===== src/rtl/reorder_buffer_pkg.sv =====
// Shared core definitions: register-file sizes, ROB depth and the ROB entry layout.
package reorder_buffer_pkg;

    localparam int NUM_D_REG  = 64;
    localparam int NUM_S_REG  = 16;
    localparam int ROB_DEPTH  = 16;
    localparam int D_ADDR_W_P = $clog2(NUM_D_REG);
    localparam int S_ADDR_W_P = $clog2(NUM_S_REG);

    typedef struct packed {
        logic                  busy;
        logic                  done;
        logic                  write_rw;
        logic [D_ADDR_W_P-1:0] prev_rw_addr;
        logic                  write_rs;
        logic [S_ADDR_W_P-1:0] prev_rs_addr;
    } rob_entry_t;

endpackage


===== src/rtl/reorder_buffer.sv =====
// In-order retirement queue: allocates at tail, marks completion from two
// writeback paths, retires the oldest completed entry once per cycle.
module reorder_buffer
    import reorder_buffer_pkg::*;
#(
    parameter int DEPTH    = ROB_DEPTH,
    parameter int D_ADDR_W = D_ADDR_W_P,
    parameter int S_ADDR_W = S_ADDR_W_P,
    localparam int TW      = $clog2(DEPTH)
) (
    input  logic                clk,
    input  logic                rst,
    input  logic                flush,
    input  logic                alloc_valid,
    output logic                alloc_ready,
    output logic [TW-1:0]       alloc_tag,
    input  logic                alloc_write_rw,
    input  logic                alloc_write_rs,
    input  logic [D_ADDR_W-1:0] alloc_prev_rw_addr,
    input  logic [S_ADDR_W-1:0] alloc_prev_rs_addr,
    input  logic                cmp_a_valid,
    input  logic [TW-1:0]       cmp_a_tag,
    input  logic                cmp_c_valid,
    input  logic [TW-1:0]       cmp_c_tag,
    output logic                rob_out_valid,
    output logic                rob_out_write_rw,
    output logic                rob_out_write_rs,
    output logic [D_ADDR_W-1:0] rob_out_prev_rw_addr,
    output logic [S_ADDR_W-1:0] rob_out_prev_rs_addr,
    output logic [TW:0]         count,
    output logic                empty,
    output logic                full
);

    rob_entry_t    r_ent [DEPTH];
    logic [TW-1:0] r_head;
    logic [TW-1:0] r_tail;
    logic [TW:0]   r_count;

    logic w_full;
    logic w_alloc;
    logic w_retire;

    assign w_full   = (r_count == (TW+1)'(DEPTH));
    assign w_alloc  = alloc_valid && !w_full;
    assign w_retire = r_ent[r_head].busy && r_ent[r_head].done;

    assign alloc_ready = !w_full;
    assign alloc_tag   = r_tail;
    assign full        = w_full;
    assign empty       = (r_count == '0);
    assign count       = r_count;

    always_ff @(posedge clk or posedge rst) begin
        if (rst) begin
            for (int i = 0; i < DEPTH; i++) begin
                r_ent[i] <= '0;
            end
            r_head               <= '0;
            r_tail               <= '0;
            r_count              <= '0;
            rob_out_valid        <= 1'b0;
            rob_out_write_rw     <= 1'b0;
            rob_out_write_rs     <= 1'b0;
            rob_out_prev_rw_addr <= '0;
            rob_out_prev_rs_addr <= '0;
        end else if (flush) begin
            for (int i = 0; i < DEPTH; i++) begin
                r_ent[i].busy <= 1'b0;
                r_ent[i].done <= 1'b0;
            end
            r_head        <= '0;
            r_tail        <= '0;
            r_count       <= '0;
            rob_out_valid <= 1'b0;
        end else begin
            // Completions to idle slots are dropped; a dual hit is one set.
            for (int i = 0; i < DEPTH; i++) begin
                if (r_ent[i].busy &&
                    ((cmp_a_valid && cmp_a_tag == TW'(i)) ||
                     (cmp_c_valid && cmp_c_tag == TW'(i)))) begin
                    r_ent[i].done <= 1'b1;
                end
            end
            if (w_retire) begin
                r_ent[r_head].busy   <= 1'b0;
                r_head               <= r_head + 1'b1;
                rob_out_valid        <= 1'b1;
                rob_out_write_rw     <= r_ent[r_head].write_rw;
                rob_out_write_rs     <= r_ent[r_head].write_rs;
                rob_out_prev_rw_addr <= r_ent[r_head].prev_rw_addr;
                rob_out_prev_rs_addr <= r_ent[r_head].prev_rs_addr;
            end else begin
                rob_out_valid <= 1'b0;
            end
            if (w_alloc) begin
                r_ent[r_tail] <= '{busy:         1'b1,
                                   done:         1'b0,
                                   write_rw:     alloc_write_rw,
                                   prev_rw_addr: alloc_prev_rw_addr,
                                   write_rs:     alloc_write_rs,
                                   prev_rs_addr: alloc_prev_rs_addr};
                r_tail <= r_tail + 1'b1;
            end
            r_count <= r_count + (TW+1)'(w_alloc) - (TW+1)'(w_retire);
        end
    end

endmodule


===== config.mk =====
export PLATFORM = sky130hd
export DESIGN_NAME = reorder_buffer
export DESIGN_NICKNAME = d
export VERILOG_FILES = /design/src/rtl/reorder_buffer_pkg.sv /design/src/rtl/reorder_buffer.sv
export SDC_FILE = /design/constraint.sdc
export NUM_CORES = 1
export LEC_CHECK = 0
export CAP_MARGIN = 30
export CORE_MARGIN = 4
export CORE_UTILIZATION = 30
export DETAILED_ROUTE_END_ITERATION = 6
export DONT_BUFFER_PORTS = 1
export SLEW_MARGIN = 0
export SYNTH_ARGS = -nofsm -noshare
export SYNTH_HDL_FRONTEND = slang
export SYNTH_SLANG_ARGS = --single-unit
export TNS_END_PERCENT = 10

===== constraint.sdc =====
create_clock -name clk -period 8.3 [get_ports clk]
set_input_delay 1.66 -clock clk [delete_from_list [all_inputs] [get_ports clk]]
set_output_delay 1.66 -clock clk [all_outputs]
set_load 0.05 [all_outputs]

==> results of run 1 <==
-- critical path, delay by kind of cell (launching register included) --
family,cells,cell delay [ns]
simple gates,1,0.66
buf+inv,2,0.81
fa+ha+maj,1,0.17
flops,1,0.57
-- flip-flops by register name (all words and copies together) (netlist names) --
name                  flops
r_ent                   224
rob_out_prev_rw_addr      6
count                     5
alloc_tag                 4
r_head                    4
rob_out_prev_rs_addr      4
rob_out_valid             1
rob_out_write_rs          1
rob_out_write_rw          1
-- layout make-up --
| cell class | count | area [um^2] | area share |
|---|---|---|---|
| inverter | 13 | 52.6 | 0.00393 |
| tap | 518 | 648 | 0.0485 |
| multi-input combinational | 506 | 5330 | 0.399 |
| antenna | 1 | 2.50 | 0.000187 |
| sequential | 250 | 6260 | 0.469 |
| timing repair buffer | 12 | 150 | 0.0112 |
| clock inverter | 10 | 131 | 0.00984 |
| clock buffer | 40 | 785 | 0.0587 |
-- logic make-up (layout without fill, tap and decap cells) --
logic type,count (synthesis),in the layout,share of synthesized area
xor gates and xnor gates,7,7,0.00513
AOI/OAI and AO/OA,84,84,0.0440
other,0,1,0
DFF,250,250,0.523
buffers and inverters,75,75,0.0325
and+or+nand+nor,135,135,0.0608
adders and majority gates,15,15,0.0163
muxes,265,265,0.318
-- path summary, 6_finish.rpt --
kind | to | slack [ns] | cells past startpoint
min in group asynchronous | r_ent[32] | 1.00 | 1
max in group asynchronous | r_head[0] | 5.96 | 2
worst min register to register | r_ent[200] | 0.49 | 1
worst min-delay path | r_ent[200] | 0.49 | 1
worst max register to register | count[4] | 4.23 | 14
worst max-delay path | full | 3.90 | 4
-- power by group --
part	internal, mW	leakage (nW)	switching, mW
logic	0.239	2.18	0.194
clock network	0.746	0.451	0.487
registers	1.36	3.41	0.151
total	2.35	6.04	0.832
-- metal layers --
layer	up-vias	wire length, um	global-route usage
met4	0	531	0.0292
met2	174	14100	0.218
met3	33	1470	0.0207
met5	-	0	0
met1	3726	12600	0.182
li1	3083	-	-
-- cells in the final DEF (no fill, tap or decap), types with 4 or more instances in the layout --
cell type,instances
sky130_fd_sc_hd__buf_4,8
sky130_fd_sc_hd__mux4_1,28
sky130_fd_sc_hd__o22ai_1,15
sky130_fd_sc_hd__nand4_1,4
sky130_fd_sc_hd__xnor2_1,5
sky130_fd_sc_hd__a311oi_1,4
sky130_fd_sc_hd__nand3b_1,6
sky130_fd_sc_hd__inv_1,12
sky130_fd_sc_hd__nor2_1,14
sky130_fd_sc_hd__nor4_1,12
sky130_fd_sc_hd__and3_1,6
sky130_fd_sc_hd__dfrtp_1,248
sky130_fd_sc_hd__a21oi_1,26
sky130_fd_sc_hd__clkinv_2,5
sky130_fd_sc_hd__a211oi_1,12
sky130_fd_sc_hd__mux2_2,196
sky130_fd_sc_hd__nand3_1,14
sky130_fd_sc_hd__mux2_4,9
sky130_fd_sc_hd__ha_1,14
sky130_fd_sc_hd__a22oi_1,4
sky130_fd_sc_hd__nand2b_1,5
sky130_fd_sc_hd__nor2b_1,9
sky130_fd_sc_hd__nand2_1,45
sky130_fd_sc_hd__clkbuf_16,27
sky130_fd_sc_hd__clkbuf_1,7
sky130_fd_sc_hd__mux4_2,31
sky130_fd_sc_hd__o21ai_0,14
sky130_fd_sc_hd__clkbuf_8,6
==> implementation parameters, run 1 <==
Parameter                              Value

Global route
  GRT Resource Usage Total    0.131
  Antenna violations before repair    0
  Global-route wire length before repair    45,000 um
  Maximum number of pins on one net before global-route repair    164
  Total global routing overflow    0
  Vias in the first global route    7,190

Synthesis
  Dominant cell by count in the synthesized netlist    sky130_fd_sc_hd__dfrtp_1
  Flops & latches, synth    250
  Main area contributors after synthesis    sky130_fd_sc_hd__dfrtp_1, sky130_fd_sc_hd__mux2_2, sky130_fd_sc_hd__mux4_1, sky130_fd_sc_hd__mux4_2, sky130_fd_sc_hd__ha_1
  Post-synthesis cell type count    51
  Count of mapped cells out of synthesis    831
  Top-area cell type share of the netlist area    0.523
  Average size of a mapped cell    14.4 um^2
  Yosys synthesis warning count    0
  Sequential cell area fraction in the yosys report    0.523
  Ys async rst share    1.00
  Synthesized netlist net count    872
  Top_reg_cell synth    sky130_fd_sc_hd__dfrtp_1
  Area of the mapped netlist    12,000 um^2
  Cell taking the most area after synthesis    sky130_fd_sc_hd__dfrtp_1
  Ranking of synthesized cells by instance count    sky130_fd_sc_hd__dfrtp_1, sky130_fd_sc_hd__mux2_2, sky130_fd_sc_hd__nand2_1
  Count of flip-flops with a built-in enable after synthesis    0

Cells and area
  Net count of the finished layout    851
  Final core utilization    0.342
  Fin area    13,400 um^2
  Fraction of final layout cells with drive strength greater than 1    0.367
  Fill cells    3,741
  Layout overhead on the synthesized area    11.7%
  Post-route insts no fill    1,350

Clock network
  Root Driver    sky130_fd_sc_hd__clkbuf_16
  Hold_buf cts    0
  Post-CTS clock slew at the launch and capture registers of the worst setup and hold paths    0.06 ns
  Maximum count of clock buffers along a single path    3
  Post-CTS setup buffer count    0
  Num CTS Buffers    27
  TritonCTS clock tree    yes
  Maximum level of the CTS H-tree    1
  Quantity of gates resized following cts    0
  CTS sink cnt    250
  Insertion delay of the later-clocked pin in the worst-skew pair    0.53 ns

Timing
  Relative slew slack    0.335
  Number of failing setup endpoints in the final timing report    0
  Final hold violations    0
  Max Freq    227 MHz
  Total count of max-transition violations in the final report    0
  Final hold slack    0.494 ns
  Worst-case setup margin in the final layout    3.90 ns
  Setup_tns    0 ns
  Setup repair after global routing missed its margin    no
  Worst-margin pin slew    0.995 ns
  Final clock skew    0.0112 ns
  Final worst-path cycle share    0.530
  Shortest clock period the worst path allows after layout    4.40 ns

Die
  Die outline area    43,100 um^2
  Core box area    39,000 um^2
  Starting density of the core    0.306
  FP Rows    72
  Num ports    51
  Die outline height    208 um
  Horizontal die dimension    208 um

Setup path
  Crit Path Max Fanout    7
  Critical path's largest stage delay    0.66 ns
  Startpoint of the lowest-slack register-to-register path    r_head[2]
  Worst Setup Start Kind    register
  Ordered cell list for the critical path    inv_1, ha_1, nand4bb_1, inv_1
  Worst path most repeated cell    sky130_fd_sc_hd__inv_1
  Arrival time at the worst endpoint    2.74 ns
  Crit. Startpoint    count[2]
  Required time worst endpoint    6.64 ns
  Slowest stage cell, crit path    sky130_fd_sc_hd__nand4bb_1
  Category of the critical setup timing path    register to output port
  Element type at the critical path end    output port

Pwr
  Maximum VDD drop    0.116 mV
  Pwr dens    238 nW/um^2
  Static leakage    6.04 nW
  Final Power    3.18 mW

Drt
  Avg Vias per Cell    5.20
  Antenna violation net count after detailed routing    0
  Total wire length after detailed routing    28,700 um
  Wire length per cell    21.2 um
  Number of DRC markers after the initial detailed-route iteration    649
  TritonRoute pass-1 iters    5
  Via Count    7,016
  Detailed-route DRC error count    0

Placed design
  Placed wire-length estimate after detailed placement    17,400 um
  Count of placed standard cells including taps    1,299
  Post-Place Cell Area    12,400 um^2
  Weighted congestion at the end of routability-driven global placement    0.841
  Setup Slack @ Placement    4.27 ns
  Count of port buffers added during placement    0

Min path
  Start point of the worst min-delay path    r_ent[200]
  Type of the tightest min-delay check    register to register

Job
  Total of max-cap violations    0

Outcome
  Result of the run    finished, final reports clean
(Power assumes the default switching activity.)
==> inputs of run 2 (changes only) <==
==> constraint.sdc (replaced) <==
create_clock -name clk -period 3.7 [get_ports clk]
set_input_delay 0.74 -clock clk [delete_from_list [all_inputs] [get_ports clk]]
set_output_delay 0.74 -clock clk [all_outputs]
set_load 0.05 [all_outputs]
==> implementation parameters, run 2 (synthesis gave the netlist of run 1 again) <==
Parameter                              Value

Drt
  TritonRoute pass-1 iters    5
  Detailed-route DRC error count    0
  Avg Vias per Cell    5.14
  Via Count    7,031
  Wire length per cell    20.7 um
  Antenna violation net count after detailed routing    0
  Total wire length after detailed routing    28,400 um
  Number of DRC markers after the initial detailed-route iteration    485

Global route
  Global-route wire length before repair    45,000 um
  GRT Resource Usage Total    0.130
  Total global routing overflow    0
  Maximum number of pins on one net before global-route repair    107
  Vias in the first global route    7,324
  Antenna violations before repair    0

Die
  Die outline area    43,100 um^2
  FP Rows    72
  Horizontal die dimension    208 um
  Core box area    39,000 um^2
  Num ports    51
  Die outline height    208 um
  Starting density of the core    0.306

Pwr
  Clock network fraction of total power    0.377
  Net switching component of the power    1.85 mW
  Internal power of the cells    5.20 mW
  Relative contribution of combinational cells to total power    0.141
  Pwr dens    523 nW/um^2
  Net Sw Frac    0.262
  Static leakage    6.12 nW
  Portion of total power attributed to sequential cells    0.482
  Maximum VDD drop    0.336 mV

Clock network
  Hold_buf cts    0
  Post-CTS clock slew at the launch and capture registers of the worst setup and hold paths    0.06 ns
  Insertion delay of the later-clocked pin in the worst-skew pair    0.53 ns
  Maximum count of clock buffers along a single path    3
  Num CTS Buffers    27
  CTS sink cnt    250
  TritonCTS clock tree    yes
  Quantity of gates resized following cts    0
  Root Driver    sky130_fd_sc_hd__clkbuf_16
  Post-CTS setup buffer count    0
  Maximum level of the CTS H-tree    1

Cells and area
  Fraction of final layout cells with drive strength greater than 1    0.383
  Max FFs per register    224
  Fin area    13,500 um^2
  Register name with the most flops    r_ent
  Post-route insts no fill    1,369
  Layout overhead on the synthesized area    12.5%
  Most common library cell in the layout ignoring fill and taps    sky130_fd_sc_hd__dfrtp_1
  Diodes inserted    0
  Net count of the finished layout    875
  Commonest cells after routing, fill and taps aside    sky130_fd_sc_hd__dfrtp_1, sky130_fd_sc_hd__mux2_2, sky130_fd_sc_hd__nand2_1, sky130_fd_sc_hd__buf_4, sky130_fd_sc_hd__mux4_2

Placed design
  Post-Place Cell Area    12,600 um^2
  Count of port buffers added during placement    0
  Weighted congestion at the end of routability-driven global placement    0.783
  Placed wire-length estimate after detailed placement    18,800 um
  Count of placed standard cells including taps    1,323

Timing
  Total count of max-transition violations in the final report    0
  Relative slew slack    0.357
  Final hold violations    0
  Worst-margin pin slew    0.965 ns
  Shortest clock period the worst path allows after layout    3.03 ns
  Final clock skew    0.0144 ns
  Setup_tns    0 ns
  Final worst-path cycle share    0.818
  Number of failing setup endpoints in the final timing report    0
  Max Freq    330 MHz
  Setup repair after global routing missed its margin    no

Setup path
  Required time worst endpoint    4.12 ns
  Ordered cell list for the critical path    inv_1, ha_1, nand4bb_1, and2_1, inv_1, ha_1, inv_1, ha_1, fa_1, a21oi_1, nor2_1, nor2_1, xnor2_1, nor2_1
  Slowest stage cell, crit path    sky130_fd_sc_hd__dfrtp_1
  Worst Setup Start Kind    register
  Element type at the critical path end    register
  Worst path buffer plus inverter count    3
  Critical path's largest stage delay    0.66 ns
  Crit Path Max Fanout    5
  Delay-heaviest family, CP    adder cells
  Category of the critical setup timing path    register to register
  Arrival time at the worst endpoint    3.45 ns

Outcome
  Result of the run    finished, final reports clean

Job
  Total of max-cap violations    0

Min path
  Type of the tightest min-delay check    input pin to asynchronous set/reset pin
-- run 2: cell types whose count changed in the layout (fill, tap and decap cells not counted), sizes merged --
cell / previous run / this run
buf: 12 / 36
bufinv: 3 / 2
clkbuf: 40 / 39
clkinv: 5 / 4
clkinvlp: 2 / 1
diode: 1 / 0
-- run 2: final cells by class --
type | instances | area [um^2]
Clock buffer | 39 | 781
Multi-Input combinational cell | 506 | 5330
Inverter | 13 | 52.6
Timing Repair Buffer | 36 | 295
Sequential cell | 250 | 6260
Fill cell | 3736 | 25600
Clock inverter | 7 | 88.8
Tap cell | 518 | 648
-- run 2: final timing paths --
check	startpoint	end	slack (ns)	cells after the start
hold reg to reg	r_ent[215]	r_ent[215]	0.50	1
hold / removal	rst	r_ent[151]	0.09	1
setup reg to reg	count[2]	count[4]	0.67	14
setup / recovery	count[2]	count[4]	0.67	14
max in group asynchronous	rst	r_head[1]	2.61	2
min in group clk	flush	count[0]	0.27	1
-- run 2: power by group through the flow --
| stage | Sequential (mW) | Combinational [mW] | Clock [mW] |
|---|---|---|---|
| floorplan | 3.37 | 0.823 | 0 |
| global placement | 3.43 | 0.985 | 0 |
| detailed placement | 3.45 | 1.01 | 0 |
| CTS | 3.40 | 1.01 | 2.72 |
| global route | 3.43 | 1.09 | 2.83 |
| finish | 3.39 | 0.992 | 2.66 |
-- run 2: metrics by stage --
stage	utilization	worst slack (ns)	total power, mW	hold slack [ns]
global placement	0.323	0.694	4.41	0.478
CTS	0.345	0.646	7.12	0.0869
finish	0.345	0.674	7.04	0.0942
floorplan	-	-0.328	4.20	0.470
detailed placement	0.323	0.654	4.46	0.486
global route	0.345	0.495	7.35	0.106
-- run 2: layer usage --
metal | part of all wire | global-route usage
met1 | 0.44 | 0.178
met2 | 0.49 | 0.218
met3 | 0.048 | 0.0222
met4 | 0.019 | 0.0304
met5 | 0 | 0
